$ cat config.mk
export PLATFORM = sky130hd
export DESIGN_NAME = muldiv_unit
export DESIGN_NICKNAME = d
export VERILOG_FILES = /design/src/rtl/muldiv_unit.sv
export SDC_FILE = /design/constraint.sdc
export NUM_CORES = 1
export LEC_CHECK = 0
export ABC_AREA = 1
export BUFFER_PORTS_ARGS = -buffer_cell sky130_fd_sc_hd__buf_2
export CORE_AREA = 8 8 210 212
export DETAILED_ROUTE_END_ITERATION = 8
export DIE_AREA = 0 0 218 220
export PLACE_DENSITY = 0.65
export SYNTH_ARGS = -nofsm -noshare
export SYNTH_HDL_FRONTEND = slang
export SYNTH_SLANG_ARGS = --single-unit
$ cat constraint.sdc
create_clock -name clk_i -period 7.7 [get_ports clk_i]
set_input_delay 1.54 -clock clk_i [delete_from_list [all_inputs] [get_ports clk_i]]
set_output_delay 1.54 -clock clk_i [all_outputs]
set_load 0.02 [all_outputs]
$ cat src/rtl/muldiv_unit.sv
// muldiv_unit -- multi-cycle RV32M multiply/divide execution unit.
//
// Radix-2 iterative datapath: a 32-step shift-add multiplier and a 32-step
// restoring divider share one 65-bit accumulator. Divide-by-zero and the
// signed overflow case (0x80000000 / -1) bypass the iteration and complete
// one cycle after the request. busy_o stalls EX until the done_o pulse.
//
// Ports:
//   clk_i      clock, rising edge
//   reset_i    asynchronous active-low reset
//   start_i    request strobe, sampled only while idle
//   sel_i      0 = multiply, 1 = divide
//   op_mul_i   00 MUL, 01 MULH, 10 MULHSU, 11 MULHU
//   op_div_i   00 DIV, 01 DIVU, 10 REM, 11 REMU
//   rs1_i      operand A / dividend, sampled with start_i
//   rs2_i      operand B / divisor, sampled with start_i
//   kill_i     abort the current operation (flush / trap)
//   busy_o     operation in progress
//   done_o     one-cycle pulse, result_o valid
//   result_o   result, held until the next completed operation
module muldiv_unit #(
    parameter int XLEN  = 32,
    parameter int CNT_W = 6
) (
    input  logic            clk_i,
    input  logic            reset_i,
    input  logic            start_i,
    input  logic            sel_i,
    input  logic [1:0]      op_mul_i,
    input  logic [1:0]      op_div_i,
    input  logic [XLEN-1:0] rs1_i,
    input  logic [XLEN-1:0] rs2_i,
    input  logic            kill_i,
    output logic            busy_o,
    output logic            done_o,
    output logic [XLEN-1:0] result_o
);

    typedef enum logic [1:0] {
        S_IDLE,
        S_CALC,
        S_FIX,
        S_DONE
    } state_t;

    state_t            state_q;
    logic [CNT_W-1:0]  cnt_q;
    logic              sel_q;
    logic [1:0]        op_q;
    logic              neg_q;
    logic [XLEN:0]     b_mag_q;
    // Multiply: {carry/high half, low half}; low half starts as |A|.
    // Divide:   {remainder (33b), dividend shifting out / quotient shifting in}.
    logic [2*XLEN:0]   acc_q;
    logic              busy_q;
    logic              done_q;
    logic [XLEN-1:0]   result_q;

    // Magnitude of a possibly negative operand, widened so |0x80000000| fits.
    function automatic logic [XLEN:0] magnitude(input logic [XLEN-1:0] v, input logic neg);
        magnitude = neg ? ({1'b0, ~v} + (XLEN+1)'(1)) : {1'b0, v};
    endfunction

    // Request decode, only meaningful in the cycle start_i is accepted.
    logic            a_signed_d, b_signed_d, a_neg_d, b_neg_d, neg_d;
    logic [XLEN:0]   a_mag_d, b_mag_d;
    logic            fast_d;
    logic [XLEN-1:0] fast_res_d;

    always_comb begin
        a_signed_d = sel_i ? ~op_div_i[0] : (op_mul_i != 2'b11);
        b_signed_d = sel_i ? ~op_div_i[0] : ~op_mul_i[1];
        a_neg_d    = a_signed_d & rs1_i[XLEN-1];
        b_neg_d    = b_signed_d & rs2_i[XLEN-1];
        a_mag_d    = magnitude(rs1_i, a_neg_d);
        b_mag_d    = magnitude(rs2_i, b_neg_d);
        // Remainder takes the dividend's sign; everything else the XOR.
        neg_d      = (sel_i && op_div_i[1]) ? a_neg_d : (a_neg_d ^ b_neg_d);

        fast_d     = 1'b0;
        fast_res_d = '0;
        if (sel_i) begin
            if (rs2_i == '0) begin
                fast_d     = 1'b1;
                fast_res_d = op_div_i[1] ? rs1_i : '1;
            end else if (~op_div_i[0] && (rs1_i == {1'b1, {(XLEN-1){1'b0}}})
                         && (rs2_i == '1)) begin
                fast_d     = 1'b1;
                fast_res_d = op_div_i[1] ? '0 : rs1_i;
            end
        end
    end

    // One iteration of the selected algorithm.
    logic [XLEN:0]   mul_sum_d;
    logic [XLEN:0]   div_shift_d;
    logic [XLEN+1:0] div_diff_d;
    logic            div_ok_d;
    logic [2*XLEN:0] acc_d;

    always_comb begin
        mul_sum_d   = acc_q[2*XLEN:XLEN] + (acc_q[0] ? b_mag_q : '0);
        div_shift_d = {acc_q[2*XLEN-1:XLEN], acc_q[XLEN-1]};
        div_diff_d  = {1'b0, div_shift_d} - {1'b0, b_mag_q};
        div_ok_d    = ~div_diff_d[XLEN+1];   // no borrow: divisor fits
        if (sel_q) begin
            acc_d = {(div_ok_d ? div_diff_d[XLEN:0] : div_shift_d),
                     acc_q[XLEN-2:0], div_ok_d};
        end else begin
            acc_d = {1'b0, mul_sum_d, acc_q[XLEN-1:1]};
        end
    end

    // Sign correction and result selection.
    logic [2*XLEN-1:0] prod_fix_d;
    logic [XLEN-1:0]   quo_fix_d, rem_fix_d, fix_res_d;

    always_comb begin
        prod_fix_d = neg_q ? -acc_q[2*XLEN-1:0] : acc_q[2*XLEN-1:0];
        quo_fix_d  = neg_q ? -acc_q[XLEN-1:0] : acc_q[XLEN-1:0];
        rem_fix_d  = neg_q ? -acc_q[2*XLEN-1:XLEN] : acc_q[2*XLEN-1:XLEN];
        if (sel_q) begin
            fix_res_d = op_q[1] ? rem_fix_d : quo_fix_d;
        end else begin
            fix_res_d = (op_q == 2'b00) ? prod_fix_d[XLEN-1:0]
                                        : prod_fix_d[2*XLEN-1:XLEN];
        end
    end

    always_ff @(posedge clk_i or negedge reset_i) begin
        if (!reset_i) begin
            state_q  <= S_IDLE;
            cnt_q    <= '0;
            sel_q    <= 1'b0;
            op_q     <= '0;
            neg_q    <= 1'b0;
            b_mag_q  <= '0;
            acc_q    <= '0;
            busy_q   <= 1'b0;
            done_q   <= 1'b0;
            result_q <= '0;
        end else if (kill_i) begin
            state_q <= S_IDLE;
            busy_q  <= 1'b0;
            done_q  <= 1'b0;
        end else begin
            case (state_q)
                S_IDLE: begin
                    done_q <= 1'b0;
                    if (start_i) begin
                        sel_q   <= sel_i;
                        op_q    <= sel_i ? op_div_i : op_mul_i;
                        neg_q   <= neg_d;
                        b_mag_q <= b_mag_d;
                        acc_q   <= {{XLEN{1'b0}}, a_mag_d};
                        cnt_q   <= CNT_W'(XLEN-1);
                        if (fast_d) begin
                            result_q <= fast_res_d;
                            done_q   <= 1'b1;
                            busy_q   <= 1'b0;
                            state_q  <= S_DONE;
                        end else begin
                            busy_q  <= 1'b1;
                            state_q <= S_CALC;
                        end
                    end
                end
                S_CALC: begin
                    acc_q <= acc_d;
                    cnt_q <= cnt_q - CNT_W'(1);
                    if (cnt_q == '0) begin
                        state_q <= S_FIX;
                    end
                end
                S_FIX: begin
                    result_q <= fix_res_d;
                    busy_q   <= 1'b0;
                    done_q   <= 1'b1;
                    state_q  <= S_DONE;
                end
                S_DONE: begin
                    done_q  <= 1'b0;
                    state_q <= S_IDLE;
                end
                default: begin
                    state_q <= S_IDLE;
                end
            endcase
        end
    end

    assign busy_o   = busy_q;
    assign done_o   = done_q;
    assign result_o = result_q;

endmodule
==> flow_metrics.env <==
export IMPL_worst_pin_slew_ns=1.074
export IMPL_port_buffers=106
export IMPL_maxSlewHeadroom_pct=27.66
export IMPL_grt_pass1_wl_mm=114.9
export IMPL_cts_sinks=144
export IMPL_gpl_final_weighted_congestion=1.033
export IMPL_drt_total_wl_mm=75.99
export IMPL_die_width_um=218
export IMPL_tritoncts_clock_tree="built"
export IMPL_synth_warnings=0
export IMPL_critical_path_required_ns=8.12
export IMPL_synth_avg_cell_area_um2=5.750
export IMPL_fmax_mhz=243.7
export IMPL_layout_worst_path_cycle_share_pct=53.29
export IMPL_timing_setup_critical_path_class="input pin to flop"
export IMPL_synthCells=3007
export IMPL_core_um2=40550
export IMPL_synth_nets=3158
export IMPL_first_global_vias=19165
export IMPL_detailed_placement_hpwl_mm=60.58
export IMPL_post_cts_repair_setup_buffers=0
export IMPL_top_level_ports=107
export IMPL_grt_antenna_before_repair=1
export IMPL_design_final_nets=3194
export IMPL_synth_distinct_cells=50
export IMPL_wl_per_cell_um=21.18
export IMPL_r2r_worst_path_cells=12
export IMPL_most_common_layout_cells="886 x nand2_1, 397 x nor2_1, 322 x inv_1, 284 x nand3_1, 230 x o21ai_0"
export IMPL_worst_setup_path_end_kind="flop"
export IMPL_syn2layout_area_growth_pct=8.568
export IMPL_placed_cells=3556
export IMPL_final_hold_viol_count=0
export IMPL_synth_enable_flop_cells=0
export IMPL_run_status="complete, no violations"
export IMPL_worst_path_max_fanout=33
export IMPL_post_route_drc_count=0
export IMPL_setup_worst_path_start_class="input pin"
export IMPL_hold_path_depth=2
export IMPL_ctsHoldBuffers=0
export IMPL_critical_path_arrival_ns=4.52
export IMPL_clock_latency_ns=0.50
export IMPL_placementRows=74
export IMPL_critical_path_startpoint="rs2_i[0]"
export IMPL_first_iter_violations=2111
export IMPL_grt_overflow=0
export IMPL_ys_ff_latch=144
export IMPL_crit_reg2reg_capture="acc_q[0]"
export IMPL_fin_skew_ns=0.02083
export IMPL_tritonroute_pass_1_iters=6
export IMPL_leading_cell_type_in_the_layout_fill_and_taps_excluded="nand2_1"
export IMPL_numCtsBuffers=17
export IMPL_vdd_ir_drop_max_mv=0.3728
export IMPL_ys_flop_type="dfrtp_1"
export IMPL_finalSetupViolations=0
export IMPL_postRouteAntennaNets=0
export IMPL_die_height_um=220
export IMPL_asr_flop_ratio_synth_pct=100.0
export IMPL_worst_r2r_setup_slack_ns=3.80
export IMPL_layout_cells_non_filler=3588
export IMPL_finalWorstPathRequiredPeriod_ns=4.103
export IMPL_cap_viol_max_count=0
export IMPL_detailroute_via_count=20584
export IMPL_overall_routing_resource_usage_pct=31.33
export IMPL_synth_seq_area_share_pct=20.84
export IMPL_ctsLongestPathBuffers=2
export IMPL_grt_start_max_net_pins=89
export IMPL_layout_drive_gt1_share_pct=7.559
export IMPL_h_tree_depth=4
export IMPL_final_setup_tns_ns=0
export IMPL_layout_filler_cell_count=4472
export IMPL_design_die_area_um2=47960
export IMPL_vias_per_cell=5.737
export IMPL_crit_reg2reg_launch="acc_q[57]"
export IMPL_power_density_nw_per_um2=478.3
export IMPL_clk_pin_slew_worst_paths_ns=0.06
export IMPL_netlist_area_um2=17290
export IMPL_worst_hold_path_type="flop to flop"
export IMPL_ctsResizeCount=0
export IMPL_grt_setup_unrepaired="false"
export IMPL_clk_tree_root_cell="clkbuf_16"
export IMPL_hold_path_end="result_o[15]"
export IMPL_leakagePower_nw=9.443
export IMPL_starting_utilization_of_the_core_area_pct=42.64
export IMPL_worst_hold_startpoint="result_o[15]"
export IMPL_slew_violations=0
export IMPL_num_antenna_cells=0
worst max-delay path by stage:
| stage | endpoint | slack, ns | cells past startpoint |
|---|---|---|---|
| 2_1_floorplan | result_o[12] | 4.58 | 14 |
| 3_5_place_dp | result_o[22] | 3.15 | 15 |
| 5_1_grt | result_o[22] | 3.34 | 15 |
| 6_report | result_o[22] | 3.60 | 15 |
| 4_1_cts | result_o[22] | 3.66 | 15 |
| 3_3_place_gp | result_o[22] | 3.23 | 15 |
cells by family (layout without fill, tap and decap cells):
logic type	count (synthesis)	count (layout)	synth area share, %
flops	144	144	20.84
buf+inv	438	487	10.03
simple gates	1719	1719	41.68
xor+xnor	74	74	3.748
fa+ha+maj	78	78	5.731
compound gates	554	554	17.97
worst max-delay path: stages:
cell and delay (ns):
buf_2 0.12, inv_1 0.07, ha_1 0.14, inv_1 0.05, nor3_2 0.17, nand2_1 0.14, nor2_4 0.17, nand4_4 0.42
nand2_2 0.31, nand3_2 0.10, o21ai_2 0.08, nand2_2 0.39, clkinv_2 0.54, nor2_1 0.10, a21oi_2 0.12
per-layer routing:
layer,track usage [%],vias up,share of wire (%)
met5,0,-,0
met4,10.28,0,2.6
met3,10.42,98,10
met2,44.96,874,41
met1,43.49,9679,46
li1,-,9933,-
through the flow:
stage                     setup slack [ns]  power, mW  area (µm²)  hold WS, ns  utilization (%)
final                                3.597      8.978       18770       0.4835            46.29
after global routing                 3.336      9.734       18770       0.4914            46.29
after CTS                            3.662      8.832       18770       0.4825            46.29
after detailed placement             3.146      7.885       18160       0.4667            44.77
after global placement               3.233      7.856       18160       0.4661            44.77
after floorplan                      4.576      5.826       17290       0.4491                -
cells in the mapped netlist, drive strengths merged (10+ instances only):
cell type	instances	area, µm²
a211oi	15	112.6
a21oi	198	1077
or2	19	118.9
clkbuf	68	255.2
ha	76	950.9
buf	40	239.0
xor2	62	543.0
a22oi	12	90.09
nand2	896	3388
o211ai	23	172.7
nor3	40	215.2
o21a	10	75.07
xnor2	12	105.1
nand3b	14	105.1
o21ai	253	1274
nor2	407	1563
nand4	45	296.5
nand3	287	1451
dfrtp	144	3603
inv	326	1224
a31oi	19	118.9
final cells by class:
| class | count | area (µm²) | area share (%) |
|---|---|---|---|
| Clock buffer | 21 | 460.4 | 2.453 |
| Clock inverter | 11 | 153.9 | 0.8198 |
| Inverter | 330 | 1241 | 6.612 |
| Multi-Input combinational cell | 2425 | 11970 | 63.74 |
| Sequential cell | 144 | 3606 | 19.21 |
| Tap cell | 532 | 665.6 | 3.546 |
| Timing Repair Buffer | 125 | 679.4 | 3.619 |
sequential cells by signal, summed over array words and instances (netlist names):
| name | cells |
|---|---|
| state_q | 2 |
| op_q | 2 |
| done_o | 1 |
| b_mag_q | 33 |
| sel_q | 1 |
| acc_q | 65 |
| busy_o | 1 |
| neg_q | 1 |
| cnt_q | 6 |
| result_o | 32 |
where the power goes:
| group | total [mW] | switching, mW | internal [mW] | leakage [nW] |
|---|---|---|---|---|
| Combinational | 6.48 | 4.59 | 1.90 | 7.35 |
| Clock | 0.916 | 0.387 | 0.529 | 0.295 |
| Sequential | 1.58 | 0.488 | 1.09 | 1.80 |
| Total | 8.98 | 5.46 | 3.52 | 9.44 |
No activity file was read; power rests on OpenSTA's default activity.
